File: src/rtl/mult_arb_pkg.sv
// Shared types and sizing helpers for the multiplier-sharing arbiter.
package mult_arb_pkg;

    localparam int unsigned DEF_NREQ    = 4;
    localparam int unsigned DEF_W       = 16;
    localparam int unsigned DEF_PW      = 2 * DEF_W;
    localparam int unsigned DEF_TIMEOUT = 40;
    localparam int unsigned DEF_TW      = $clog2(DEF_TIMEOUT + 1);

    // Operation sequencing states; ABORT replaces RESP when Done never arrives.
    typedef enum logic [2:0] {
        ST_IDLE  = 3'd0,
        ST_LOAD  = 3'd1,
        ST_WAIT  = 3'd2,
        ST_RESP  = 3'd3,
        ST_ABORT = 3'd4,
        ST_DRAIN = 3'd5
    } state_t;

    // Timer width able to hold values 0..timeout.
    function automatic int unsigned timer_width(input int unsigned timeout);
        return $clog2(timeout + 1);
    endfunction

endpackage

File: src/rtl/rr_arbiter.sv
// Combinational round-robin pick: first set request above the last winner, wrapping.
module rr_arbiter #(
    parameter int unsigned NREQ = 4
) (
    input  logic [NREQ-1:0]         req,
    input  logic [$clog2(NREQ)-1:0] ptr,
    output logic [NREQ-1:0]         grant,
    output logic [$clog2(NREQ)-1:0] index,
    output logic                    valid
);

    localparam int unsigned IW = $clog2(NREQ);

    // Scan ptr+1 .. ptr+NREQ (mod NREQ); the first hit wins.
    always_comb begin
        int unsigned pos;
        grant = '0;
        index = '0;
        valid = 1'b0;
        pos   = 0;
        for (int unsigned k = 1; k <= NREQ; k++) begin
            pos = 32'(ptr) + k;
            if (pos >= NREQ) begin
                pos = pos - NREQ;
            end
            if (!valid && req[pos]) begin
                valid      = 1'b1;
                index      = IW'(pos);
                grant[pos] = 1'b1;
            end
        end
    end

endmodule

File: src/rtl/mult_share_arbiter.sv
// Shares one St/Done shift-add multiplier among NREQ requesters with a Done watchdog.
module mult_share_arbiter
    import mult_arb_pkg::*;
#(
    parameter int unsigned NREQ        = DEF_NREQ,
    parameter int unsigned W           = DEF_W,
    parameter int unsigned TIMEOUT_CYC = DEF_TIMEOUT
) (
    input  logic              clk,
    input  logic              rst,
    input  logic [NREQ-1:0]   req,
    input  logic [NREQ*W-1:0] mplier_in,
    input  logic [NREQ*W-1:0] mcand_in,
    output logic [NREQ-1:0]   gnt,
    output logic [NREQ-1:0]   rsp_valid,
    output logic [2*W-1:0]    product_out,
    output logic              rsp_err,
    output logic              busy,
    output logic              mul_st,
    output logic [W-1:0]      mul_mplier,
    output logic [W-1:0]      mul_mcand,
    input  logic              mul_done,
    input  logic [2*W-1:0]    mul_product
);

    localparam int unsigned PW = 2 * W;
    localparam int unsigned IW = $clog2(NREQ);
    localparam int unsigned TW = timer_width(TIMEOUT_CYC);

    state_t          state;
    logic [IW-1:0]   ptr;
    logic [TW-1:0]   timer;
    logic [NREQ-1:0] win_grant;
    logic [IW-1:0]   win_idx;
    logic            win_valid;
    logic [W-1:0]    mplier_arr [NREQ];
    logic [W-1:0]    mcand_arr  [NREQ];

    // Unpack the per-requester operand slices.
    for (genvar g = 0; g < NREQ; g++) begin : g_slice
        assign mplier_arr[g] = mplier_in[g*W +: W];
        assign mcand_arr[g]  = mcand_in[g*W +: W];
    end

    rr_arbiter #(
        .NREQ (NREQ)
    ) u_rr (
        .req   (req),
        .ptr   (ptr),
        .grant (win_grant),
        .index (win_idx),
        .valid (win_valid)
    );

    // Sequencer: grant, St/Done handshake, response pulse, watchdog, drain.
    always_ff @(posedge clk) begin
        if (rst) begin
            state       <= ST_IDLE;
            gnt         <= '0;
            rsp_valid   <= '0;
            rsp_err     <= 1'b0;
            product_out <= '0;
            busy        <= 1'b0;
            mul_st      <= 1'b0;
            mul_mplier  <= '0;
            mul_mcand   <= '0;
            ptr         <= IW'(NREQ - 1);
            timer       <= '0;
        end else begin
            case (state)
                ST_IDLE: begin
                    if (win_valid) begin
                        mul_mplier <= mplier_arr[win_idx];
                        mul_mcand  <= mcand_arr[win_idx];
                        gnt        <= win_grant;
                        ptr        <= win_idx;
                        busy       <= 1'b1;
                        state      <= ST_LOAD;
                    end
                end
                ST_LOAD: begin
                    mul_st <= 1'b1;
                    timer  <= '0;
                    state  <= ST_WAIT;
                end
                ST_WAIT: begin
                    timer <= timer + TW'(1);
                    // Done takes priority over a timeout in the same cycle.
                    if (mul_done) begin
                        product_out <= mul_product;
                        rsp_valid   <= gnt;
                        rsp_err     <= 1'b0;
                        mul_st      <= 1'b0;
                        state       <= ST_RESP;
                    end else if (timer == TW'(TIMEOUT_CYC - 1)) begin
                        product_out <= PW'(0);
                        rsp_valid   <= gnt;
                        rsp_err     <= 1'b1;
                        mul_st      <= 1'b0;
                        state       <= ST_ABORT;
                    end
                end
                ST_RESP, ST_ABORT: begin
                    rsp_valid <= '0;
                    state     <= ST_DRAIN;
                end
                ST_DRAIN: begin
                    // Hold ownership until the multiplier has released Done.
                    if (!mul_done) begin
                        gnt   <= '0;
                        busy  <= 1'b0;
                        state <= ST_IDLE;
                    end
                end
                default: begin
                    state     <= ST_IDLE;
                    gnt       <= '0;
                    rsp_valid <= '0;
                    busy      <= 1'b0;
                    mul_st    <= 1'b0;
                end
            endcase
        end
    end

endmodule

File: config.mk
export PLATFORM = sky130hd
export DESIGN_NAME = mult_share_arbiter
export DESIGN_NICKNAME = d
export VERILOG_FILES = /design/src/rtl/mult_arb_pkg.sv /design/src/rtl/rr_arbiter.sv /design/src/rtl/mult_share_arbiter.sv
export SDC_FILE = /design/constraint.sdc
export NUM_CORES = 1
export LEC_CHECK = 0
export ABC_AREA = 1
export ABC_CLOCK_PERIOD_IN_PS = 3300
export CORE_ASPECT_RATIO = 1.1
export CORE_UTILIZATION = 40
export CTS_CLUSTER_DIAMETER = 120
export DETAILED_ROUTE_END_ITERATION = 6
export PLACE_DENSITY = 0.81
export SYNTH_ARGS = -nofsm -noshare
export SYNTH_HDL_FRONTEND = slang
export SYNTH_HIERARCHICAL = 1
export SYNTH_SLANG_ARGS = --single-unit
File: constraint.sdc
create_clock -name clk -period 3.3 [get_ports clk]
set_input_delay 0.99 -clock clk [delete_from_list [all_inputs] [get_ports clk]]
set_output_delay 0.99 -clock clk [all_outputs]
set_load 0.01 [all_outputs]
==> reports/metrics.cfg, run 1 <==
[logic_synthesis]
yosysMostFrequentCell=nor2_1
synth-seq-area-share_pct=36.6
postSynthCellCount=688
ys_types=30
syn_area_um2=4700
synth-adder-area-share_pct=2.39
synth_top_family_by_area=simple AND/OR/NAND/NOR gates
synthTopCellsByCount=140 x nor2_1, 126 x nand2_1, 99 x o21ai_0
synthArstFlopShare_pct=0
avgSynthCellArea_um2=6.83
synthMuxAreaShare_pct=0
yosys.area_share.simple_pct=29.0
synth_fp_nets=864
netlist_top_cells_area=dfxtp_1 37%, nor2_1 11%, o21ai_0 11%
synth_compound_area_share_pct=22.8
yosysTopAreaCell=dfxtp_1
ys.flop_type=dfxtp_1
synth-edff-count=0
ys_warn_count=6
ys_seq_elements=86
yosys.area_share.xor_xnor_pct=0
synth_top_area_share_pct=36.6

[hold_path]
worstHoldStart=product_out[24]
min_path_type=flop to flop

[sta]
tightestPinTransition_ns=0.541
fmax_mhz=341
grt_setup_unrepaired=false
tns_ns=0
setup-violations-final=0
post-route-min-period_ns=2.93
fin_ws_ns=0.370
finalCritPeriodShare_pct=88.8
slew_headroom_pct=63.8
skew_ns=0.0104
drv_slew=0
hold_viol_final=0

[drt]
wirelength_mm=14.7
drtPass1Iterations=6
ant_nets=0
vias=5387
drt_iter0_markers=343
wl_per_cell_um=13.9
via_per_inst=5.08
drc=0

[critical_path]
crit_family=buffers and inverters
worstPathMaxFanout=39
cp.buffers_inverters=5
critical_path_class=input pin to flop
cp_slowest_cell=clkdlybuf4s50_1
r2r_start=ptr[0]
critical-path-max-stage-delay_ns=0.42
cp_data_arrival_time_ns=3.16
crit_chain=clkdlybuf4s50_1 -> inv_1 -> nand2_1 -> nand2_1 -> inv_1 -> nor2_2 -> nand3_1 -> a21oi_4 -> inv_2 -> buf_12 -> o21ai_0 -> o22ai_1 -> nor2_1 -> nor2_1
cp-end-kind=flop
start_kind=input pin
required_ns=3.53
startpoint=req[3]

[clock_network]
hold_buffers=0
path_clk_slew_ns=0.06
post-cts-setup-buffers=0
cts_made_buffers=9
clk_path_buf_depth=2
htreeDepth=3
insertion_delay_ns=0.34
cts_tree=yes
cts_root_buf=clkbuf_16
clock-sinks=86
cts_resized=0

[die]
die_area_um2=12200
pin_count=242
fp-row-count=41
die_h_um=116
start_util_pct=41.1
die_w_um=105
core_area_um2=11400

[status]
status=complete, no violations

[placement]
dp_hpwl_mm=10.7
io_buffers=241
gp_congestion=0.978
dpl_worst_slack_ns=0.0296

[power_and_ir_drop]
p_leak_nw=2.87
p_per_area_nw_per_um2=929
ir_drop_mv=0.519

[global_route]
grt_max_degree=65
grt_overflow=0
antenna_found_initial=0
grt_pass1_wl_mm=23.0
track_usage_pct=23.7
grt_pass1_vias=4811

[final_layout]
synthToLayoutAreaGrowth_pct=58.5
layout-drive-gt1-share_pct=6.37
final_nets=1081
diodes=0

[job]
cap_violations=0

worst register-to-register path, delay by kind of cell, from the launching register on:
kind	cells	cell delay [ns]
buffers and inverters	6	0.97
AOI/OAI and AO/OA	2	0.23
DFF	1	0.31
and+or+nand+nor	7	0.72
adders and majority gates	1	0.36
area by class of cell:
class / count / area, um^2
fillers: 1033 / 3990
multi-input cells: 528 / 2560
repair buffers: 251 / 2520
flip-flops and latches: 86 / 1720
clock buffers: 9 / 225
well taps: 150 / 188
clock inverters: 7 / 121
inverters: 29 / 111
sequential cells by signal (all words and copies together) (netlist names):
name	count
product_out	32
mul_mcand	16
mul_mplier	16
timer	6
gnt	4
rsp_valid	4
state	3
ptr	2
busy	1
mul_st	1
rsp_err	1
stage by stage:
stage / power [mW] / instances / hold WS (ns) / util [%] / instance area (um^2)
finish: 6.92 / 1060 / 0.459 / 65.2 / 7450
global route: 7.49 / 1060 / 0.478 / 65.2 / 7450
CTS: 6.95 / 1060 / 0.463 / 65.2 / 7450
detailed placement: 5.76 / 1044 / 0.454 / 62.1 / 7110
global placement: 5.71 / 1044 / 0.448 / 62.1 / 7110
floorplan: 4.49 / 688 / 0.458 / - / 4700
logic make-up (layout without fill, tap and decap cells):
logic type                 Yosys count  after routing
DFF                                 86             86
adders and majority gates            9              9
AOI/OAI and AO/OA                  198            198
and+or+nand+nor                    321            321
buffers and inverters               74            296
final timing paths:
path              slack, ns  cells after the start              end
setup / recovery       0.37                     14    mul_mcand[14]
hold / removal         0.46                      2  product_out[24]
setup reg to reg       0.66                     16   mul_mplier[11]
hold reg to reg        0.46                      2  product_out[24]
metal layers:
metal	part of all wire [%]	routed length [um]	global-route usage, %	vias to the layer above
li1	-	-	-	2733
met1	40	5940	27.1	2380
met2	48	7090	42.1	239
met3	8.3	1230	5.17	35
met4	2.9	428	11.6	0
met5	0	0	0	-
power by group:
part,internal (mW),switching (mW)
clock,0.742,0.432
sequential,1.32,0.176
combinational,1.75,2.50
total,3.81,3.11
cell usage in the layout (no fill, tap or decap), types with 5 or more instances in the layout:
cell             netlist  final
a21boi_0               5      5
buf_4                  6      7
nand4_1                8      8
a21oi_1               52     51
o22ai_1               32     32
inv_2                  7      7
nand2_2                5      5
ha_1                   9      9
clkdlybuf4s50_1        0    241
inv_1                 21     21
nand2_1              126    126
o21ai_0               99     99
nand3_2                5      5
dfxtp_1               86     86
nor2_1               140    140
clkbuf_16              0      9
nand3_1               27     27
Power figures use the tool's default switching activity.
==> run 2, diff against run 1 <==
--- a/config.mk
+++ b/config.mk
@@ -6,12 +6,14 @@
 export NUM_CORES = 1
 export LEC_CHECK = 0
 export ABC_AREA = 1
-export ABC_CLOCK_PERIOD_IN_PS = 3300
+export ABC_CLOCK_PERIOD_IN_PS = 3030
+export CELL_PAD_IN_SITES_DETAIL_PLACEMENT = 1
+export CELL_PAD_IN_SITES_GLOBAL_PLACEMENT = 2
 export CORE_ASPECT_RATIO = 1.1
-export CORE_UTILIZATION = 40
+export CORE_UTILIZATION = 20
 export CTS_CLUSTER_DIAMETER = 120
 export DETAILED_ROUTE_END_ITERATION = 6
-export PLACE_DENSITY = 0.81
+export PLACE_DENSITY_LB_ADDON = 0.1
 export SYNTH_ARGS = -nofsm -noshare
 export SYNTH_HDL_FRONTEND = slang
 export SYNTH_HIERARCHICAL = 1
==> constraint.sdc (replaced) <==
create_clock -name clk -period 3.03 [get_ports clk]
set_input_delay 0.909 -clock clk [delete_from_list [all_inputs] [get_ports clk]]
set_output_delay 0.909 -clock clk [all_outputs]
set_load 0.01 [all_outputs]
==> run 2 against run 1 <==
Compared with the run above:
- worst hold slack gained 0.0026 ns
- register-to-register slack lost 0.03 ns
- power grew 16%
- critical endpoint is now mul_mplier[4]
==> reports/metrics.cfg, run 2 (synthesis gave the netlist of run 1 again) <==
[sta]
finalCritPeriodShare_pct=88.9
grt_setup_unrepaired=false
skew_ns=0.0109
hold_viol_final=0
setup-violations-final=0
drv_slew=0
tightestPinTransition_ns=0.576
fmax_mhz=371
holdWs_ns=0.462
post-route-min-period_ns=2.69
slew_headroom_pct=61.6
fin_ws_ns=0.336

[clock_network]
clock-sinks=86
post-cts-setup-buffers=0
hold_buffers=0
insertion_delay_ns=0.35
clk_path_buf_depth=2
cts_tree=yes
cts_root_buf=clkbuf_16
cts_resized=0
path_clk_slew_ns=0.07
htreeDepth=3
cts_made_buffers=9

[final_layout]
final_nets=1101
regMostFlops=product_out
layout-drive-gt1-share_pct=8.49
multi_input_area_um2=2560
synthToLayoutAreaGrowth_pct=65.2
finalInstanceArea_um2=7770
fin_util_pct=33.9
final_common_cell=clkdlybuf4s50_1
top_regs=product_out x32, mul_mcand x16, mul_mplier x16
fillers=2807
final_cell_mix=240 x clkdlybuf4s50_1, 140 x nor2_1, 126 x nand2_1
area.sequential_um2=1720
largest_reg_flops=32

[die]
start_util_pct=20.5
die_w_um=148
die_area_um2=24100
die_h_um=163
pin_count=242
core_area_um2=22900
fp-row-count=58

[power_and_ir_drop]
p_per_area_nw_per_um2=1040
p_comb_share_pct=64.0
switchingPower_mw=3.76
total_power_mw=8.06
swShare_pct=46.7
power.share.clock_pct=15.6
seqPwrFrac_pct=20.4
intPower_mw=4.30
p_leak_nw=2.96
ir_drop_mv=0.464

[placement]
place_area_um2=7440
io_buffers=241
dp_hpwl_mm=15.5
gp_congestion=0.827
dpl_worst_slack_ns=-0.0140

[status]
status=complete, no violations

[global_route]
track_usage_pct=16.3
grt_overflow=0
grt_max_degree=59
grt_pass1_vias=5695
antenna_found_initial=2
use_met1_pct=17.6
grt_pass1_wl_mm=30.5
grt_util_met2_pct=30.0
busiest_layer=met2
grt.met3_usage_pct=4.73

[critical_path]
cp-end-kind=flop
worstPathMaxFanout=20
crit_chain=clkdlybuf4s50_1 -> nand2_1 -> nand2_1 -> buf_4 -> a31oi_1 -> nand3_1 -> inv_1 -> buf_12 -> o21ai_0 -> o22ai_1 -> nor2_1 -> nor2_1
start_kind=input pin
required_ns=3.31
cp_slowest_cell=clkdlybuf4s50_1
cp_data_arrival_time_ns=2.98
critical-path-max-stage-delay_ns=0.42
critical_path_class=input pin to flop

[drt]
drc=0
wl_per_cell_um=16.2
wirelength_mm=19.9
drt_iter0_markers=141
vias=5545
drtPass1Iterations=4
ant_nets=0
via_per_inst=4.50

[hold_path]
min_path_type=flop to flop

[job]
cap_violations=0

run 2: changes by cell type in the layout (fill, tap and decap cells not counted):
cell and delta:
bufinv_16 -1, buf_4 +20, clkinv_2 +1, buf_2 +1
clkdlybuf4s50_1 -1, clkinvlp_4 -3, inv_6 +3, diode_2 +1
run 2: metrics by stage:
step	std cells	TNS [ns]
CTS	1230	0
global route	1231	0
global placement	1214	0
floorplan	688	0
detailed placement	1214	-0.0170
finish	1231	0
run 2: power groups by stage:
stage | registers, mW | clock network [mW] | logic [mW]
3_3_place_gp | 1.67 | 0 | 5.14
6_report | 1.64 | 1.25 | 5.16
4_1_cts | 1.65 | 1.31 | 5.25
5_1_grt | 1.69 | 1.35 | 5.77
2_1_floorplan | 1.75 | 0 | 3.14
3_5_place_dp | 1.67 | 0 | 5.23
run 2: worst paths after layout:
check | slack [ns] | cells past startpoint | end | startpoint
worst max register to register | 0.63 | 15 | mul_mcand[12] | ptr[0]
worst min-delay path | 0.46 | 2 | product_out[8] | product_out[8]
worst max-delay path | 0.34 | 12 | mul_mplier[4] | req[3]
worst min register to register | 0.46 | 2 | product_out[8] | product_out[8]
run 2: critical path: cells and delay by family:
| kind | cells | cell delay, ns |
|---|---|---|
| buffers and inverters | 4 | 0.96 |
| AND/OR/NAND/NOR | 5 | 0.59 |
| AO/OA/AOI/OAI | 3 | 0.50 |
run 2: final cells by class:
class	count	share of cell area (%)
repair buffers	271	34.4
clock inverters	7	1.29
well taps	300	4.83
multi-input cells	528	33.0
diodes	1	0.0322
inverters	29	1.43
flip-flops and latches	86	22.2
clock buffers	9	2.90
run 2: layer usage:
layer	wire, um	up-vias
met5	0	-
met4	339	0
met3	1390	20
met2	10200	163
met1	8000	2590
li1	-	2772
